--- src/rtl/fir_ctrl_pkg.sv ---
// fir_ctrl_pkg: shared widths, sequencer states and coefficient bank type for the FIR controller
package fir_ctrl_pkg;
  localparam int INPUT_TAPS = 3;
  localparam int DATA_WIDTH = 24;
  localparam int COEFF_WIDTH = 18;
  localparam int ADDR_WIDTH = INPUT_TAPS > 1 ? $clog2(INPUT_TAPS) : 1;
  localparam int DROP_WIDTH = $clog2(INPUT_TAPS + 1);
  typedef enum logic [2:0] {RUN, DRAIN, SWAP, FLUSH, FLUSH_DRAIN} state_t;
  typedef logic signed [COEFF_WIDTH-1:0] coeff_t;
  typedef coeff_t [INPUT_TAPS-1:0] coeff_bank_t;
endpackage

--- src/rtl/fir_coeff_ctrl_if.sv ---
// fir_coeff_ctrl_if: config port, upstream/engine/downstream valid-ready streams and active coefficients; slave = controller
interface fir_coeff_ctrl_if;
  import fir_ctrl_pkg::*;
  logic cfg_wr_i;
  logic [ADDR_WIDTH-1:0] cfg_addr_i;
  coeff_t cfg_data_i;
  logic cfg_commit_i;
  logic cfg_flush_i;
  logic cfg_busy_o;
  logic commit_done_o;
  logic [DATA_WIDTH-1:0] s_x_i;
  logic s_valid_i;
  logic s_ready_and_o;
  logic [DATA_WIDTH-1:0] fir_x_o;
  logic fir_valid_o;
  logic fir_ready_and_i;
  coeff_bank_t fir_coeff_o;
  logic [DATA_WIDTH-1:0] fir_y_i;
  logic fir_valid_i;
  logic fir_ready_and_o;
  logic [DATA_WIDTH-1:0] m_y_o;
  logic m_valid_o;
  logic m_ready_and_i;
  modport slave (
    input cfg_wr_i, cfg_addr_i, cfg_data_i, cfg_commit_i, cfg_flush_i, s_x_i, s_valid_i,
          fir_ready_and_i, fir_y_i, fir_valid_i, m_ready_and_i,
    output cfg_busy_o, commit_done_o, s_ready_and_o, fir_x_o, fir_valid_o, fir_coeff_o,
           fir_ready_and_o, m_y_o, m_valid_o
  );
  modport master (
    output cfg_wr_i, cfg_addr_i, cfg_data_i, cfg_commit_i, cfg_flush_i, s_x_i, s_valid_i,
           fir_ready_and_i, fir_y_i, fir_valid_i, m_ready_and_i,
    input cfg_busy_o, commit_done_o, s_ready_and_o, fir_x_o, fir_valid_o, fir_coeff_o,
          fir_ready_and_o, m_y_o, m_valid_o
  );
endinterface

--- src/rtl/fir_coeff_bank.sv ---
// fir_coeff_bank: shadow bank written by index (out-of-range ignored), copied whole to active bank on swap_i
module fir_coeff_bank
  import fir_ctrl_pkg::*;
(
  input  logic clk_i,
  input  logic reset_i,
  input  logic wr_i,
  input  logic [ADDR_WIDTH-1:0] addr_i,
  input  coeff_t data_i,
  input  logic swap_i,
  output coeff_bank_t active_o
);
  coeff_bank_t shadow;
  always_ff @(posedge clk_i) begin
    if (reset_i) begin
      shadow <= '0;
      active_o <= '0;
    end else begin
      for (int i = 0; i < INPUT_TAPS; i++)
        if (wr_i && addr_i == ADDR_WIDTH'(i)) shadow[i] <= data_i;
      if (swap_i) active_o <= shadow;
    end
  end
endmodule

--- src/rtl/fir_coeff_ctrl.sv ---
// fir_coeff_ctrl: stalls/drains the FIR engine to swap coefficient banks at a sample boundary, optionally flushing history with zeros (clk_i, reset_i, bus)
module fir_coeff_ctrl
  import fir_ctrl_pkg::*;
(
  input logic clk_i,
  input logic reset_i,
  fir_coeff_ctrl_if.slave bus
);
  state_t state, state_n;
  logic [1:0] inflight;
  logic [DROP_WIDTH-1:0] drop, flush_cnt;
  logic flush_q, done_q, push, pop, dropping, last_flush;
  coeff_bank_t active;
  assign dropping = drop != '0;
  assign push = bus.fir_valid_o & bus.fir_ready_and_i;
  assign pop = bus.fir_valid_i & bus.fir_ready_and_o;
  assign last_flush = push && flush_cnt == DROP_WIDTH'(INPUT_TAPS - 1);
  assign bus.fir_x_o = state == RUN ? bus.s_x_i : '0;
  assign bus.fir_valid_o = state == RUN ? bus.s_valid_i : state == FLUSH;
  assign bus.s_ready_and_o = state == RUN && bus.fir_ready_and_i;
  assign bus.fir_ready_and_o = dropping | bus.m_ready_and_i;
  assign bus.m_valid_o = !dropping && bus.fir_valid_i;
  assign bus.m_y_o = bus.fir_y_i;
  assign bus.cfg_busy_o = state != RUN;
  assign bus.commit_done_o = done_q;
  assign bus.fir_coeff_o = active;
  fir_coeff_bank u_bank (
    .clk_i(clk_i),
    .reset_i(reset_i),
    .wr_i(bus.cfg_wr_i & ~bus.cfg_busy_o),
    .addr_i(bus.cfg_addr_i),
    .data_i(bus.cfg_data_i),
    .swap_i(state == SWAP),
    .active_o(active)
  );
  always_comb begin
    state_n = state;
    case (state)
      RUN: state_n = bus.cfg_commit_i ? DRAIN : RUN;
      DRAIN: state_n = inflight == '0 ? SWAP : DRAIN;
      SWAP: state_n = flush_q ? FLUSH : RUN;
      FLUSH: state_n = last_flush ? FLUSH_DRAIN : FLUSH;
      FLUSH_DRAIN: state_n = !dropping && inflight == '0 ? RUN : FLUSH_DRAIN;
      default: state_n = RUN;
    endcase
  end
  always_ff @(posedge clk_i) begin
    if (reset_i) begin
      state <= RUN;
      inflight <= '0;
      drop <= '0;
      flush_cnt <= '0;
      flush_q <= 1'b0;
      done_q <= 1'b0;
    end else begin
      state <= state_n;
      inflight <= inflight + 2'(push) - 2'(pop);
      drop <= drop + DROP_WIDTH'(state == FLUSH && push) - DROP_WIDTH'(dropping && bus.fir_valid_i);
      flush_cnt <= state == SWAP ? '0 : flush_cnt + DROP_WIDTH'(state == FLUSH && push);
      if (state == RUN && bus.cfg_commit_i) flush_q <= bus.cfg_flush_i;
      done_q <= state != RUN && state_n == RUN;
    end
  end
endmodule

--- src/flat_wrapper.sv ---
// flat-port wrapper written by rule: the top's interface ports become plain ports
module fir_coeff_ctrl_flat import fir_ctrl_pkg::*;
  (clk_i, reset_i, bus_cfg_wr_i, bus_cfg_addr_i, bus_cfg_data_i, bus_cfg_commit_i, bus_cfg_flush_i, bus_s_x_i, bus_s_valid_i, bus_fir_ready_and_i, bus_fir_y_i, bus_fir_valid_i, bus_m_ready_and_i, bus_cfg_busy_o, bus_commit_done_o, bus_s_ready_and_o, bus_fir_x_o, bus_fir_valid_o, bus_fir_coeff_o, bus_fir_ready_and_o, bus_m_y_o, bus_m_valid_o);
  fir_coeff_ctrl_if bus_i ();
  input logic clk_i;
  input logic reset_i;
  input wire logic [$bits(bus_i.cfg_wr_i)-1:0] bus_cfg_wr_i;
  input wire logic [$bits(bus_i.cfg_addr_i)-1:0] bus_cfg_addr_i;
  input wire logic [$bits(bus_i.cfg_data_i)-1:0] bus_cfg_data_i;
  input wire logic [$bits(bus_i.cfg_commit_i)-1:0] bus_cfg_commit_i;
  input wire logic [$bits(bus_i.cfg_flush_i)-1:0] bus_cfg_flush_i;
  input wire logic [$bits(bus_i.s_x_i)-1:0] bus_s_x_i;
  input wire logic [$bits(bus_i.s_valid_i)-1:0] bus_s_valid_i;
  input wire logic [$bits(bus_i.fir_ready_and_i)-1:0] bus_fir_ready_and_i;
  input wire logic [$bits(bus_i.fir_y_i)-1:0] bus_fir_y_i;
  input wire logic [$bits(bus_i.fir_valid_i)-1:0] bus_fir_valid_i;
  input wire logic [$bits(bus_i.m_ready_and_i)-1:0] bus_m_ready_and_i;
  output wire logic [$bits(bus_i.cfg_busy_o)-1:0] bus_cfg_busy_o;
  output wire logic [$bits(bus_i.commit_done_o)-1:0] bus_commit_done_o;
  output wire logic [$bits(bus_i.s_ready_and_o)-1:0] bus_s_ready_and_o;
  output wire logic [$bits(bus_i.fir_x_o)-1:0] bus_fir_x_o;
  output wire logic [$bits(bus_i.fir_valid_o)-1:0] bus_fir_valid_o;
  output wire logic [$bits(bus_i.fir_coeff_o)-1:0] bus_fir_coeff_o;
  output wire logic [$bits(bus_i.fir_ready_and_o)-1:0] bus_fir_ready_and_o;
  output wire logic [$bits(bus_i.m_y_o)-1:0] bus_m_y_o;
  output wire logic [$bits(bus_i.m_valid_o)-1:0] bus_m_valid_o;
  assign bus_i.cfg_wr_i = bus_cfg_wr_i;
  assign bus_i.cfg_addr_i = bus_cfg_addr_i;
  assign bus_i.cfg_data_i = bus_cfg_data_i;
  assign bus_i.cfg_commit_i = bus_cfg_commit_i;
  assign bus_i.cfg_flush_i = bus_cfg_flush_i;
  assign bus_i.s_x_i = bus_s_x_i;
  assign bus_i.s_valid_i = bus_s_valid_i;
  assign bus_i.fir_ready_and_i = bus_fir_ready_and_i;
  assign bus_i.fir_y_i = bus_fir_y_i;
  assign bus_i.fir_valid_i = bus_fir_valid_i;
  assign bus_i.m_ready_and_i = bus_m_ready_and_i;
  assign bus_cfg_busy_o = bus_i.cfg_busy_o;
  assign bus_commit_done_o = bus_i.commit_done_o;
  assign bus_s_ready_and_o = bus_i.s_ready_and_o;
  assign bus_fir_x_o = bus_i.fir_x_o;
  assign bus_fir_valid_o = bus_i.fir_valid_o;
  assign bus_fir_coeff_o = bus_i.fir_coeff_o;
  assign bus_fir_ready_and_o = bus_i.fir_ready_and_o;
  assign bus_m_y_o = bus_i.m_y_o;
  assign bus_m_valid_o = bus_i.m_valid_o;
  fir_coeff_ctrl u_core (.clk_i(clk_i), .reset_i(reset_i), .bus(bus_i));
endmodule
--- config.mk ---
export PLATFORM = sky130hd
export DESIGN_NAME = fir_coeff_ctrl_flat
export DESIGN_NICKNAME = d
export VERILOG_FILES = /design/src/rtl/fir_ctrl_pkg.sv /design/src/rtl/fir_coeff_ctrl_if.sv /design/src/rtl/fir_coeff_bank.sv /design/src/rtl/fir_coeff_ctrl.sv /design/src/flat_wrapper.sv
export SDC_FILE = /design/constraint.sdc
export NUM_CORES = 1
export LEC_CHECK = 0
export CORE_MARGIN = 3
export CORE_UTILIZATION = 45
export CTS_CLUSTER_DIAMETER = 40
export DETAILED_ROUTE_END_ITERATION = 8
export GPL_ROUTABILITY_DRIVEN = 1
export GPL_TIMING_DRIVEN = 0
export PLACE_DENSITY = 0.81
export SLEW_MARGIN = 10
export SYNTH_ARGS = -nofsm -noshare
export SYNTH_HDL_FRONTEND = slang
export SYNTH_SLANG_ARGS = --single-unit
--- constraint.sdc ---
create_clock -name clk_i -period 2.9 [get_ports clk_i]
set_input_delay 0.87 -clock clk_i [delete_from_list [all_inputs] [get_ports clk_i]]
set_output_delay 0.87 -clock clk_i [all_outputs]
set_load 0.005 [all_outputs]
# == After elaboration in Yosys (flattened, before gate mapping) ==
# Index checks and enable logic that the tools add are counted.
# W data, S select, Z words.
# word_totals
register_bits,119
output_inout_bits,108
inputBits,77
word_cells,56
# op_classes
add_sub_neg,5
n_mux,8
eq_ne,7
n_bitwise,5
n_reduce_logical,19
# ops
operator,count
$mux W24,1
$pmux W3 S5,1
$logic_and A1 B1 Y1,11
$add A2 B1 Y2,3
$eq A3 B2 Y1 const B,2
$logic_not A3 Y1,2
$mux W3,2
$eq A2 B2 Y1 const B,2
$logic_not A2 Y1,2
$mux W2,2
$sub A2 B1 Y2,2
$and A1 B1 Y1,3
$eq A3 B1 Y1 const B,1
$eq A3 B3 Y1 const B,1
$reduce_bool A3 Y1,1
$eq A2 B1 Y1 const B,1
$mux W1,2
$reduce_bool A2 Y1,1
$reduce_or A2 Y1,1
$logic_not A1 Y1,1
$not A1 Y1,1
$or A1 B1 Y1,1

# == Longest topological paths before layout ==
# depth
depth_word,8
mapped_depth,8

# == Modules after synthesis ==
# A second synthesis with hierarchy kept.
# hier_totals
hier_cells,496
hier_area_um2,5108.6
# by_module_without_submodules
mod,area_each_um2,cells_per_inst,instances,seq_area_each_um2
fir_coeff_bank,4142.7,371,1,2162.1
fir_coeff_ctrl,965.9,125,1,220.2

# == Worst setup path before layout ==
# OpenSTA, ideal clock, no wires.
# synth_path
path_type,in2out
from,in bus_s_valid_i
to,out bus_fir_valid_o
setup_slack_ns,0.547
stages,2
required_ns,2.030
arrival_ns,1.483
cell_sequence,or3b_2 > a21oi_1
# synth_between
elab_chain_len,1
# synth_rtl
item,line_no,source
"start, declared",flat_wrapper.sv:13,input wire logic [$bits(bus_i.s_valid_i)-1:0] bus_s_valid_i;
$mux W1,fir_coeff_ctrl.sv:19,assign bus.fir_valid_o = state == RUN ? bus.s_valid_i : state == FLUSH;
"end, declared",flat_wrapper.sv:22,output wire logic [$bits(bus_i.fir_valid_o)-1:0] bus_fir_valid_o;
# Every way passes these cells.

# == Worst setup path in the final report ==
# Ends and elaborated chain as after synthesis.

==> run_results.csv <==
group,metric,value,unit
status,outcome,"finished, violations left",
status,violations,"negative setup slack",
synth,synth_fa_ha_area_share,1.25,%
global_routing,first_global_vias,4861,
setup_path,crit_slowest_cell,"clkdlybuf4s50_1",
route,wl,14500,um
hold_path,min_from,"u_core.u_bank.active_o[40]",
setup_path,required,2030,ps
cells_and_area,drive_gt1_share,10.5,%
hold_path,hold_class,"reg -> reg",
synth,synth_edf_count,0,
global_routing,grt_use_total,22.9,%
sta,hold_violations,0,
floorplan,die_width,111,um
setup_path,reg2reg_slack,970,ps
sta,maxSlewHeadroom,60.8,%
synth,yosysWarningCount,0,
synth,synthArstFlopShare,0,%
clock_network,cts_root_buf,"clkbuf_8",
clock_network,cts_buffers,17,
route,drc,0,
pwr,p_clk_share,45.5,%
synth,synth-xor-area-share,0.525,%
global_routing,globalRouteMet3Util,7.66,%
pwr,switching_share,25.6,%
place,dp_hpwl,11000,um
hold_path,min_path_cells,2,
sta,worst_slew_pin_slew,585,ps
place,dp_slack,-463,ps
pwr,p_switching,1.23,mW
synth,synth_fp_nets,661,
pwr,p_per_area,645,nW/um^2
sta,slew_viol_final,0,
synth,ys_seq_area_share,47.6,%
sta,layout_setup_ws,-23.6,ps
sta,setup_violations,3,
global_routing,use_met2,43.0,%
sta,min_period,2920,ps
cells_and_area,seqCellArea,2380,sq um
pwr,irDropWorstVdd,0.000313,V
cells_and_area,design_area,7430,sq um
synth,yosys-mux-area-fraction,7.20,%
route,via_per_inst,5.09,
route,ant_nets,0,
cells_and_area,final_common_cell,"clkdlybuf4s50_1",
clock_network,h-tree-depth,4,
global_routing,grt_overflow_total,0,
pwr,power.internal,3.56,mW
cells_and_area,final_cell_mix,"146 x clkdlybuf4s50_1, 118 x dfxtp_1, 110 x nand2_1",
global_routing,grt_max_degree,17,
sta,fin_skew,6.05,ps
sta,period_share,101,%
setup_path,crit_family,"buffers and inverters",
pwr,seq_power_share,36.7,%
setup_path,critPathArrivalTime,2050,ps
clock_network,cts_max_path_buffers,2,
place,postPlaceCellArea,6770,sq um
global_routing,antenna_found_initial,0,
clock_network,cts_tree,"done",
pwr,comb_power_share,17.8,%
setup_path,worstReg2RegStart,"u_core.drop[1]",
synth,synth_top_family_by_area,"simple AND/OR/NAND/NOR gates",
pwr,p_total,4.79,mW
cells_and_area,antenna-diode-count,0,
route,wl_per_cell,16.0,um
setup_path,r2r-end,"u_core.inflight[1]",
pwr,p_leak,2.91,nW
global_routing,grt.met1_usage,23.9,%
route,first_iter_violations,327,
setup_path,worstSetupStartpointType,"input pin",
global_routing,grt_pass1_wl,23200,um
clock_network,clkTransAtPathRegs,50,ps
floorplan,die_h,111,um
sta,fin_setup_tns,-36.0,ps
synth,synth_area,5010,sq um
clock_network,clk_latency,510,ps
synth,synthSimpleGateAreaFrac,25.0,%
sta,fmax,0.342,GHz
synth,synth_flop_cell,"dfxtp_1",
sta,rsz0062_at_grt,"yes",
synth,ys_ff_latch,119,
setup_path,rr_worst_depth,8,
cells_and_area,nFillCells,806,
cells_and_area,fin_util,70.4,%
route,first_pass_iters,6,
place,gp_congestion,0.849,
setup_path,crit_path_end_kind,"primary output",
clock_network,clock_sinks,119,
setup_path,cpPeakStageDelay,450,ps
floorplan,die_area,12400,sq um
cells_and_area,multi_input_area,2220,sq um
cells_and_area,area_growth,48.5,%
route,vias,4609,
setup_path,worstPathMaxFanout,2,
synth,synth-compound-area-share,10.1,%
floorplan,core_area,10600,sq um
setup_path,crit_chain,"clkdlybuf4s50_1 -> or3b_2 -> a21oi_2 -> buf_2",
cells_and_area,layout.nets,839,
global_routing,busiest_layer,"met2",
setup_path,crit_buf_inv,2,
floorplan,io_pins,185,
synth,synth_cell_types,33,
floorplan,rows,37,
place,port_buffers,159,
hold_path,min_to,"u_core.u_bank.active_o[40]",
job,cap_violations,0,
clock_network,postCtsHoldBufs,0,
setup_path,critPathKind,"in -> out",
floorplan,floorplan.initialDensity,47.4,%
synth,synthCells,579,
synth,avgSynthCellArea,8.65,sq um
==> worst min-delay path: stages, from the launching register on <==
cell and delay (ps):
dfxtp_1 300, nand2_1 50, a21oi_1 50
==> state kept, by name (all words and copies together) (netlist names) <==
signal	flops
u_core.u_bank.active_o	54
u_core.state	3
u_core.inflight	2
u_core.u_bank.shadow	54
u_core.flush_cnt	2
u_core.flush_q	1
u_core.drop	2
u_core.bus.commit_done_o	1
==> power by group through the flow <==
stage,registers (mW),logic [mW],clock network [mW]
detailed placement,1.78,0.851,0
finish,1.76,0.852,2.18
CTS,1.76,0.862,2.19
global placement,1.78,0.830,0
floorplan,1.77,0.440,0
global route,1.77,0.934,2.26
==> synth_stat cells, types with 2 or more instances <==
master / count / share of area [%]
mux2i_1: 36 / 7.2
ha_1: 5 / 1.2
nor2_1: 7 / 0.52
nand3_1: 21 / 2.1
buf_6: 3 / 0.67
nand2b_1: 55 / 6.9
or3b_2: 2 / 0.35
or3_1: 2 / 0.25
buf_2: 10 / 1.0
dfxtp_1: 119 / 48
nor3_1: 4 / 0.40
inv_1: 6 / 0.45
clkbuf_1: 27 / 2.0
nand3b_1: 2 / 0.30
nand2_1: 110 / 8.2
buf_4: 25 / 3.7
xor2_1: 2 / 0.35
a21oi_1: 77 / 7.7
o21ai_0: 19 / 1.9
nor2b_1: 3 / 0.37
nor3b_1: 3 / 0.45
and2_1: 30 / 3.7
==> routing by layer <==
metal | wire, um | vias to the layer above | share of wire (%)
li1 | - | 2241 | -
met1 | 5510 | 2140 | 38
met2 | 7500 | 202 | 52
met3 | 1190 | 26 | 8.2
met4 | 292 | 0 | 2.0
met5 | 0 | - | 0
==> worst max path at each step <==
stage	end	startpoint	cells past startpoint	slack, ps
detailed placement	bus_fir_valid_o	bus_s_valid_i	4	-460
finish	bus_fir_valid_o	bus_s_valid_i	4	-20
floorplan	bus_fir_valid_o	bus_s_valid_i	2	550
CTS	bus_fir_x_o[10]	u_core.state[1]	5	-50
global placement	bus_fir_valid_o	bus_s_valid_i	4	-470
global route	bus_fir_valid_o	bus_s_valid_i	4	-70
==> cell type report <==
type / count / area share (%)
Clock buffer: 18 / 5.62
Sequential cell: 119 / 32.1
Inverter: 6 / 0.303
Tap cell: 136 / 2.29
Buffer: 65 / 5.42
Timing Repair Buffer: 160 / 21.7
Multi-Input combinational cell: 388 / 29.9
Clock inverter: 14 / 2.68
==> timing repair <==
action | 4_1_cts | 5_1_grt
gates resized for setup | 15 | 14
cloned | 0 | 0
pin swaps | 2 | 0
endpoints found under the setup margin | 29 | 24
hold endpoints to repair | 0 | 0
buffers inserted | 1 | 0
==> metrics by stage <==
stage / instances / hold slack [ps]
floorplan: 579 / 428
global placement: 874 / 439
detailed placement: 874 / 443
CTS: 906 / 454
global route: 906 / 474
finish: 906 / 454
==> logic make-up (layout without fill, tap and decap cells) <==
kind of cell	count (synthesis)	count (layout)
buffers and inverters	72	263
AO/OA/AOI/OAI	99	99
flip-flops	119	119
multiplexers	36	36
XOR/XNOR	3	3
AND/OR/NAND/NOR	245	245
adder cells (fa/ha/maj)	5	5
No activity file was read; power rests on OpenSTA's default activity.
